<file path="src/rtl/zigzag_seq.sv">
// Job sequencer for the zig-zag AGU: walks ntile tiles of pw*pd steps, drives step/clr,
// forms per-tile read addresses and registered accumulator framing strobes.
module zigzag_seq #(
  parameter int unsigned BWADDR = 21,
  parameter int unsigned BWCNT  = 16
) (
  input  logic              clk,
  input  logic              rst_n,
  input  logic              start,
  input  logic              abort,
  input  logic              stall,
  input  logic [3:0]        pw,
  input  logic [3:0]        pd,
  input  logic [BWCNT-1:0]  ntile,
  input  logic [BWADDR-1:0] wbase,
  input  logic [BWADDR-1:0] dbase,
  input  logic [BWADDR-1:0] wstride,
  input  logic [BWADDR-1:0] dstride,
  input  logic              zz_sh,
  input  logic [3:0]        zz_offw,
  input  logic [3:0]        zz_offd,
  output logic              zz_step,
  output logic              zz_clr,
  output logic              busy,
  output logic              done,
  output logic              err,
  output logic [BWADDR-1:0] waddr,
  output logic [BWADDR-1:0] daddr,
  output logic              addr_vld,
  output logic              acc_clr,
  output logic              acc_last,
  output logic              acc_sh
);

  typedef enum logic [1:0] {StIdle, StInit, StRun, StDone} state_e;

  state_e            state_q, state_d;
  logic [7:0]        p_q, p_d;
  logic [7:0]        stepcnt_q, stepcnt_d;
  logic [BWCNT-1:0]  ntile_q, ntile_d;
  logic [BWCNT-1:0]  tile_q, tile_d;
  logic [BWADDR-1:0] wstride_q, wstride_d;
  logic [BWADDR-1:0] dstride_q, dstride_d;
  logic [BWADDR-1:0] tw_q, tw_d;
  logic [BWADDR-1:0] td_q, td_d;
  logic              err_q, err_d;
  logic [BWADDR-1:0] waddr_q, waddr_d;
  logic [BWADDR-1:0] daddr_q, daddr_d;
  logic              addr_vld_q, addr_vld_d;
  logic              acc_clr_q, acc_clr_d;
  logic              acc_last_q, acc_last_d;
  logic              acc_sh_q, acc_sh_d;

  logic last_step, last_tile, bad_job;

  assign last_step = (stepcnt_q == (p_q - 8'd1));
  assign last_tile = (tile_q == (ntile_q - BWCNT'(1)));
  assign bad_job   = (pw == 4'd0) || (pd == 4'd0) || (ntile == '0);

  always_comb begin
    state_d   = state_q;
    p_d       = p_q;
    stepcnt_d = stepcnt_q;
    ntile_d   = ntile_q;
    tile_d    = tile_q;
    wstride_d = wstride_q;
    dstride_d = dstride_q;
    tw_d      = tw_q;
    td_d      = td_q;
    err_d     = err_q;
    zz_step   = 1'b0;
    zz_clr    = 1'b0;
    busy      = 1'b0;
    done      = 1'b0;

    unique case (state_q)
      StIdle: begin
        if (start && !abort) begin
          p_d       = {4'd0, pw} * {4'd0, pd};
          ntile_d   = ntile;
          wstride_d = wstride;
          dstride_d = dstride;
          tw_d      = wbase;
          td_d      = dbase;
          tile_d    = '0;
          stepcnt_d = '0;
          err_d     = bad_job;
          state_d   = bad_job ? StDone : StInit;
        end
      end
      StInit: begin
        busy    = 1'b1;
        zz_clr  = 1'b1;
        state_d = abort ? StIdle : StRun;
      end
      StRun: begin
        busy = 1'b1;
        if (abort) begin
          zz_clr  = 1'b1;
          state_d = StIdle;
        end else if (!stall) begin
          zz_step   = 1'b1;
          stepcnt_d = stepcnt_q + 8'd1;
          if (last_step) begin
            // clr overrides step in the AGU, so the next tile restarts at (0,0) with no bubble
            zz_clr    = 1'b1;
            stepcnt_d = '0;
            tile_d    = tile_q + BWCNT'(1);
            tw_d      = tw_q + wstride_q;
            td_d      = td_q + dstride_q;
            if (last_tile) state_d = StDone;
          end
        end
      end
      StDone: begin
        done    = !abort;
        zz_clr  = abort;
        state_d = StIdle;
      end
      default: state_d = StIdle;
    endcase
  end

  always_comb begin
    addr_vld_d = zz_step;
    acc_clr_d  = zz_step && (stepcnt_q == 8'd0);
    acc_last_d = zz_step && last_step;
    acc_sh_d   = zz_sh && zz_step;
    waddr_d    = zz_step ? tw_q + BWADDR'(zz_offw) : waddr_q;
    daddr_d    = zz_step ? td_q + BWADDR'(zz_offd) : daddr_q;
  end

  always_ff @(posedge clk or negedge rst_n) begin
    if (!rst_n) begin
      state_q    <= StIdle;
      p_q        <= '0;
      stepcnt_q  <= '0;
      ntile_q    <= '0;
      tile_q     <= '0;
      wstride_q  <= '0;
      dstride_q  <= '0;
      tw_q       <= '0;
      td_q       <= '0;
      err_q      <= 1'b0;
      waddr_q    <= '0;
      daddr_q    <= '0;
      addr_vld_q <= 1'b0;
      acc_clr_q  <= 1'b0;
      acc_last_q <= 1'b0;
      acc_sh_q   <= 1'b0;
    end else begin
      state_q    <= state_d;
      p_q        <= p_d;
      stepcnt_q  <= stepcnt_d;
      ntile_q    <= ntile_d;
      tile_q     <= tile_d;
      wstride_q  <= wstride_d;
      dstride_q  <= dstride_d;
      tw_q       <= tw_d;
      td_q       <= td_d;
      err_q      <= err_d;
      waddr_q    <= waddr_d;
      daddr_q    <= daddr_d;
      addr_vld_q <= addr_vld_d;
      acc_clr_q  <= acc_clr_d;
      acc_last_q <= acc_last_d;
      acc_sh_q   <= acc_sh_d;
    end
  end

  assign err      = err_q;
  assign waddr    = waddr_q;
  assign daddr    = daddr_q;
  assign addr_vld = addr_vld_q;
  assign acc_clr  = acc_clr_q;
  assign acc_last = acc_last_q;
  assign acc_sh   = acc_sh_q;

endmodule

</file>
<file path="config.mk">
export PLATFORM = sky130hd
export DESIGN_NAME = zigzag_seq
export DESIGN_NICKNAME = d
export VERILOG_FILES = /design/src/rtl/zigzag_seq.sv
export SDC_FILE = /design/constraint.sdc
export NUM_CORES = 1
export LEC_CHECK = 0
export CAP_MARGIN = 5
export CORE_UTILIZATION = 57
export CTS_BUF_LIST = sky130_fd_sc_hd__clkbuf_4 sky130_fd_sc_hd__clkbuf_8
export DETAILED_ROUTE_END_ITERATION = 8
export GPL_ROUTABILITY_DRIVEN = 0
export PLACE_DENSITY = 0.83
export SLEW_MARGIN = 20
export SYNTH_ARGS = -nofsm -noshare
export SYNTH_HDL_FRONTEND = slang
export SYNTH_SLANG_ARGS = --single-unit
export TNS_END_PERCENT = 20
</file>
<file path="constraint.sdc">
create_clock -name clk -period 3.8 [get_ports clk]
set_clock_uncertainty 0.2 [all_clocks]
set_input_delay 0.76 -clock clk [delete_from_list [all_inputs] [get_ports clk]]
set_output_delay 0.76 -clock clk [all_outputs]
set_load 0.02 [all_outputs]
</file>
==> flow_summary.toml <==
[routing]
drc = 0
wl_mm = 29.0
drt_pass1_iterations = 5
ant_nets = 0
vias = 10071
post_drt_wl_per_cell_um = 17.1
via_per_inst = 5.93
drt_iter0_drc = 670

[grt]
antenna_found_initial = 0
grt_first_pass_wirelength_mm = 47.6
grt_max_degree = 111
grt_pass1_vias = 9661
grt_util_all_layers_pct = 28.2
grt-ovfl-total = 0

[sta]
tns_ns = 0
setup_ws_ns = 0.173
fin_crit_sh_pct = 95.4
worstMarginPinSlew_ns = 0.758
finalCriticalPeriod_ns = 3.63
slew_headroom_pct = 49.5
grt_setup_unrepaired = "no"
timing.fmax_ghz = 0.276
hold_ws_ns = 0.285
maxSlewViolCount = 0
hold_viol = 0
setup_viol = 0

[clock_tree]
clock_sinks = 181
clkLatencyLatePin_ns = 0.48
cts_buffer_depth = 2
cts_tree = "yes"
cts-buffers-inserted = 17
cts_max_level = 4
clk_pin_slew_worst_paths_ns = 0.09
clock-root-buffer = "clkbuf_8"

[synth]
synth_nets = 1451
synth_top_family_by_area = "simple AND/OR/NAND/NOR gates"
synthesis.area_per_instance_um2 = 9.31
synthAdderAreaFrac_pct = 8.78
synth_area_mm2 = 0.0117
async_flop_share_pct = 100
yosysWarnings = 0
yosys.area_share.simple_pct = 17.3
synth_compound_area_share_pct = 16.9
synth_top_area_cell = "dfrtp_1"
ys.flop_type = "dfrtp_1"
synth_edf_count = 0
synth-xor-area-share_pct = 7.12
ys_top_cells_by_area = "dfrtp_1 (39%), ha_1 (7.4%), mux2_2 (6.0%), o21ai_0 (5.1%), nand2_1 (4.8%)"
yosys.area.top_type_share_pct = 38.9
ys_types = 75
synthMuxAreaShare_pct = 7.80
yosysSeqAreaShare_pct = 38.9
synth-seq-cells = 181
synth_cells = 1252

[power_and_ir_drop]
power.internal_uw = 6220
sw_frac_of_total_pct = 44.3
power_uw = 11200
power_density_mw_per_mm2 = 786
total_leakage_power_uw = 0.00612
comb_power_share_pct = 56.1
irDropWorstVdd_v = 0.000509
p_seq_share_pct = 31.7
pwr-share-clk_pct = 12.2
p_switching_uw = 4940

[die]
fp.dieArea_mm2 = 0.0210
initial_utilization_pct = 58.9
boundaryPins = 173
dieHeight_um = 145
die_x_um = 145
row_count = 51
core_mm2 = 0.0198

[critical_path]
cp_slowest_stage_delay_ns = 0.62
crit_path_start_kind = "register"
required_ns = 2.84
path_max_fanout = 8
cp.arrival_ns = 2.67
path_cells = "inv_1, ha_4, clkinv_1, or3_2, inv_1, clkdlybuf4s50_1"
cp-end-kind = "output port"
crit_top_cell = "inv_1"
crit_path_top_delay_cell = "clkdlybuf4s50_1"
path_class = "register to output port"

[worst_hold_path]
min_path_type = "register to register"

[placement]
dp_slack_ns = -0.235
dp_hpwl_mm = 21.5
portBuffers = 172

[cells_and_area]
drive_above_1_share_pct = 10.5
syn2layout_area_growth_pct = 21.9
final_core_utilization_pct = 71.8
final_net_count = 1619

[run]
drv_cap = 0

[outcome]
run_status = "completed"
-- power groups by stage --
stage	sequential [µW]	combinational (µW)	clock [µW]
after floorplan	3520	4330	0
after global placement	3510	5890	0
after detailed placement	3540	6130	0
after CTS	3510	6190	1380
after global routing	3630	6950	1450
final	3530	6260	1360
-- cell families after synthesis --
group                    after synthesis
adder cells (fa/ha/maj)               77
XOR/XNOR                              93
multiplexers                          83
flip-flops                           181
AO/OA/AOI/OAI                        316
buffers and inverters                 98
AND/OR/NAND/NOR                      404
-- layout by cell type, fill, tap and decap left out, drive strengths merged, types with 37 or more instances in the layout --
| cell | netlist | final |
|---|---|---|
| dfrtp | 181 | 181 |
| o21ai | 118 | 118 |
| xor2 | 58 | 58 |
| nor2 | 57 | 57 |
| nand2 | 149 | 149 |
| nand3 | 37 | 37 |
| a21oi | 76 | 76 |
| mux2 | 62 | 62 |
| clkdlybuf4s50 | 0 | 170 |
| inv | 44 | 47 |
| ha | 69 | 69 |
-- worst paths after layout --
| path | start | slack [ns] | to | cells after the start |
|---|---|---|---|---|
| max in group asynchronous | rst_n | 1.96 | ntile_q[0] | 3 |
| max | state_q[0] | 0.17 | zz_step | 6 |
| min in group asynchronous | rst_n | 0.51 | waddr[5] | 2 |
| min | daddr[8] | 0.28 | daddr[8] | 2 |
| min reg2reg | daddr[8] | 0.28 | daddr[8] | 2 |
| max reg2reg | wstride_q[0] | 0.34 | tw_q[20] | 10 |
-- cells in the mapped netlist, types with 6 or more instances --
master      n
o211ai_1    6
mux2i_1    21
clkbuf_1   50
a21o_1     13
nand2_1   149
mux2_2     62
nor2_1     57
a21oi_1    76
fa_1        8
xnor2_1    34
nand2b_1    9
nand3_1    37
nor4_1     11
o21ai_0   118
xor2_1     58
nand4_1    16
nor3_1     18
or4_1      18
dfrtp_1   181
and3_1     23
nor2b_1    17
and2_1     12
inv_1      44
o21bai_1    8
ha_1       69
or3_1      12
o31ai_1    16
a31oi_1    12
a211oi_1   10
-- final cells by class --
| cell class | count | area (µm²) |
|---|---|---|
| antenna | 1 | 2.50 |
| clock buffer | 21 | 277 |
| clock inverter | 10 | 121 |
| fill | 1510 | 5580 |
| inverter | 45 | 169 |
| multi-input combinational | 973 | 6800 |
| sequential | 181 | 4530 |
| tap | 265 | 332 |
| timing repair buffer | 202 | 1970 |
-- sequential cells by signal, indices dropped and copies added (netlist names) --
signal and count:
acc_clr 1, acc_last 1, acc_sh 1, addr_vld 1, daddr 21, dstride_q 21
err 1, ntile_q 16, p_q 8, state_q 2, stepcnt_q 8, td_q 21
tile_q 16, tw_q 21, waddr 21, wstride_q 21
-- what timing repair did --
| item | CTS | global route |
|---|---|---|
| buffers inserted | 0 | 1 |
| endpoints found under the hold margin | 30 | 0 |
| resized for setup | 6 | 5 |
| hold buffers | 1 | 0 |
| endpoints found under the setup margin | 1 | 3 |
-- through the flow --
stage	cells	cell area [µm²]
2_1_floorplan	1252	11700
4_1_cts	1696	14200
5_1_grt	1697	14200
6_report	1698	14200
3_3_place_gp	1664	13800
3_5_place_dp	1664	13800
-- worst max-delay path: cells and delay by family (launching register included) --
kind / cells / cell delay (ns)
buffers and inverters: 4 / 1.03
flip-flops: 1 / 0.43
adder cells (fa/ha/maj): 1 / 0.24
AND/OR/NAND/NOR: 1 / 0.49
-- routing by layer --
layer / track usage [%] / vias up / part of all wire (%)
li1: - / 4864 / -
met1: 38.2 / 4870 / 45
met2: 45.7 / 280 / 48
met3: 4.37 / 57 / 4.5
met4: 10.5 / 0 / 2.4
met5: 0 / - / 0
Note: power is estimated with default switching activity, not from simulation.
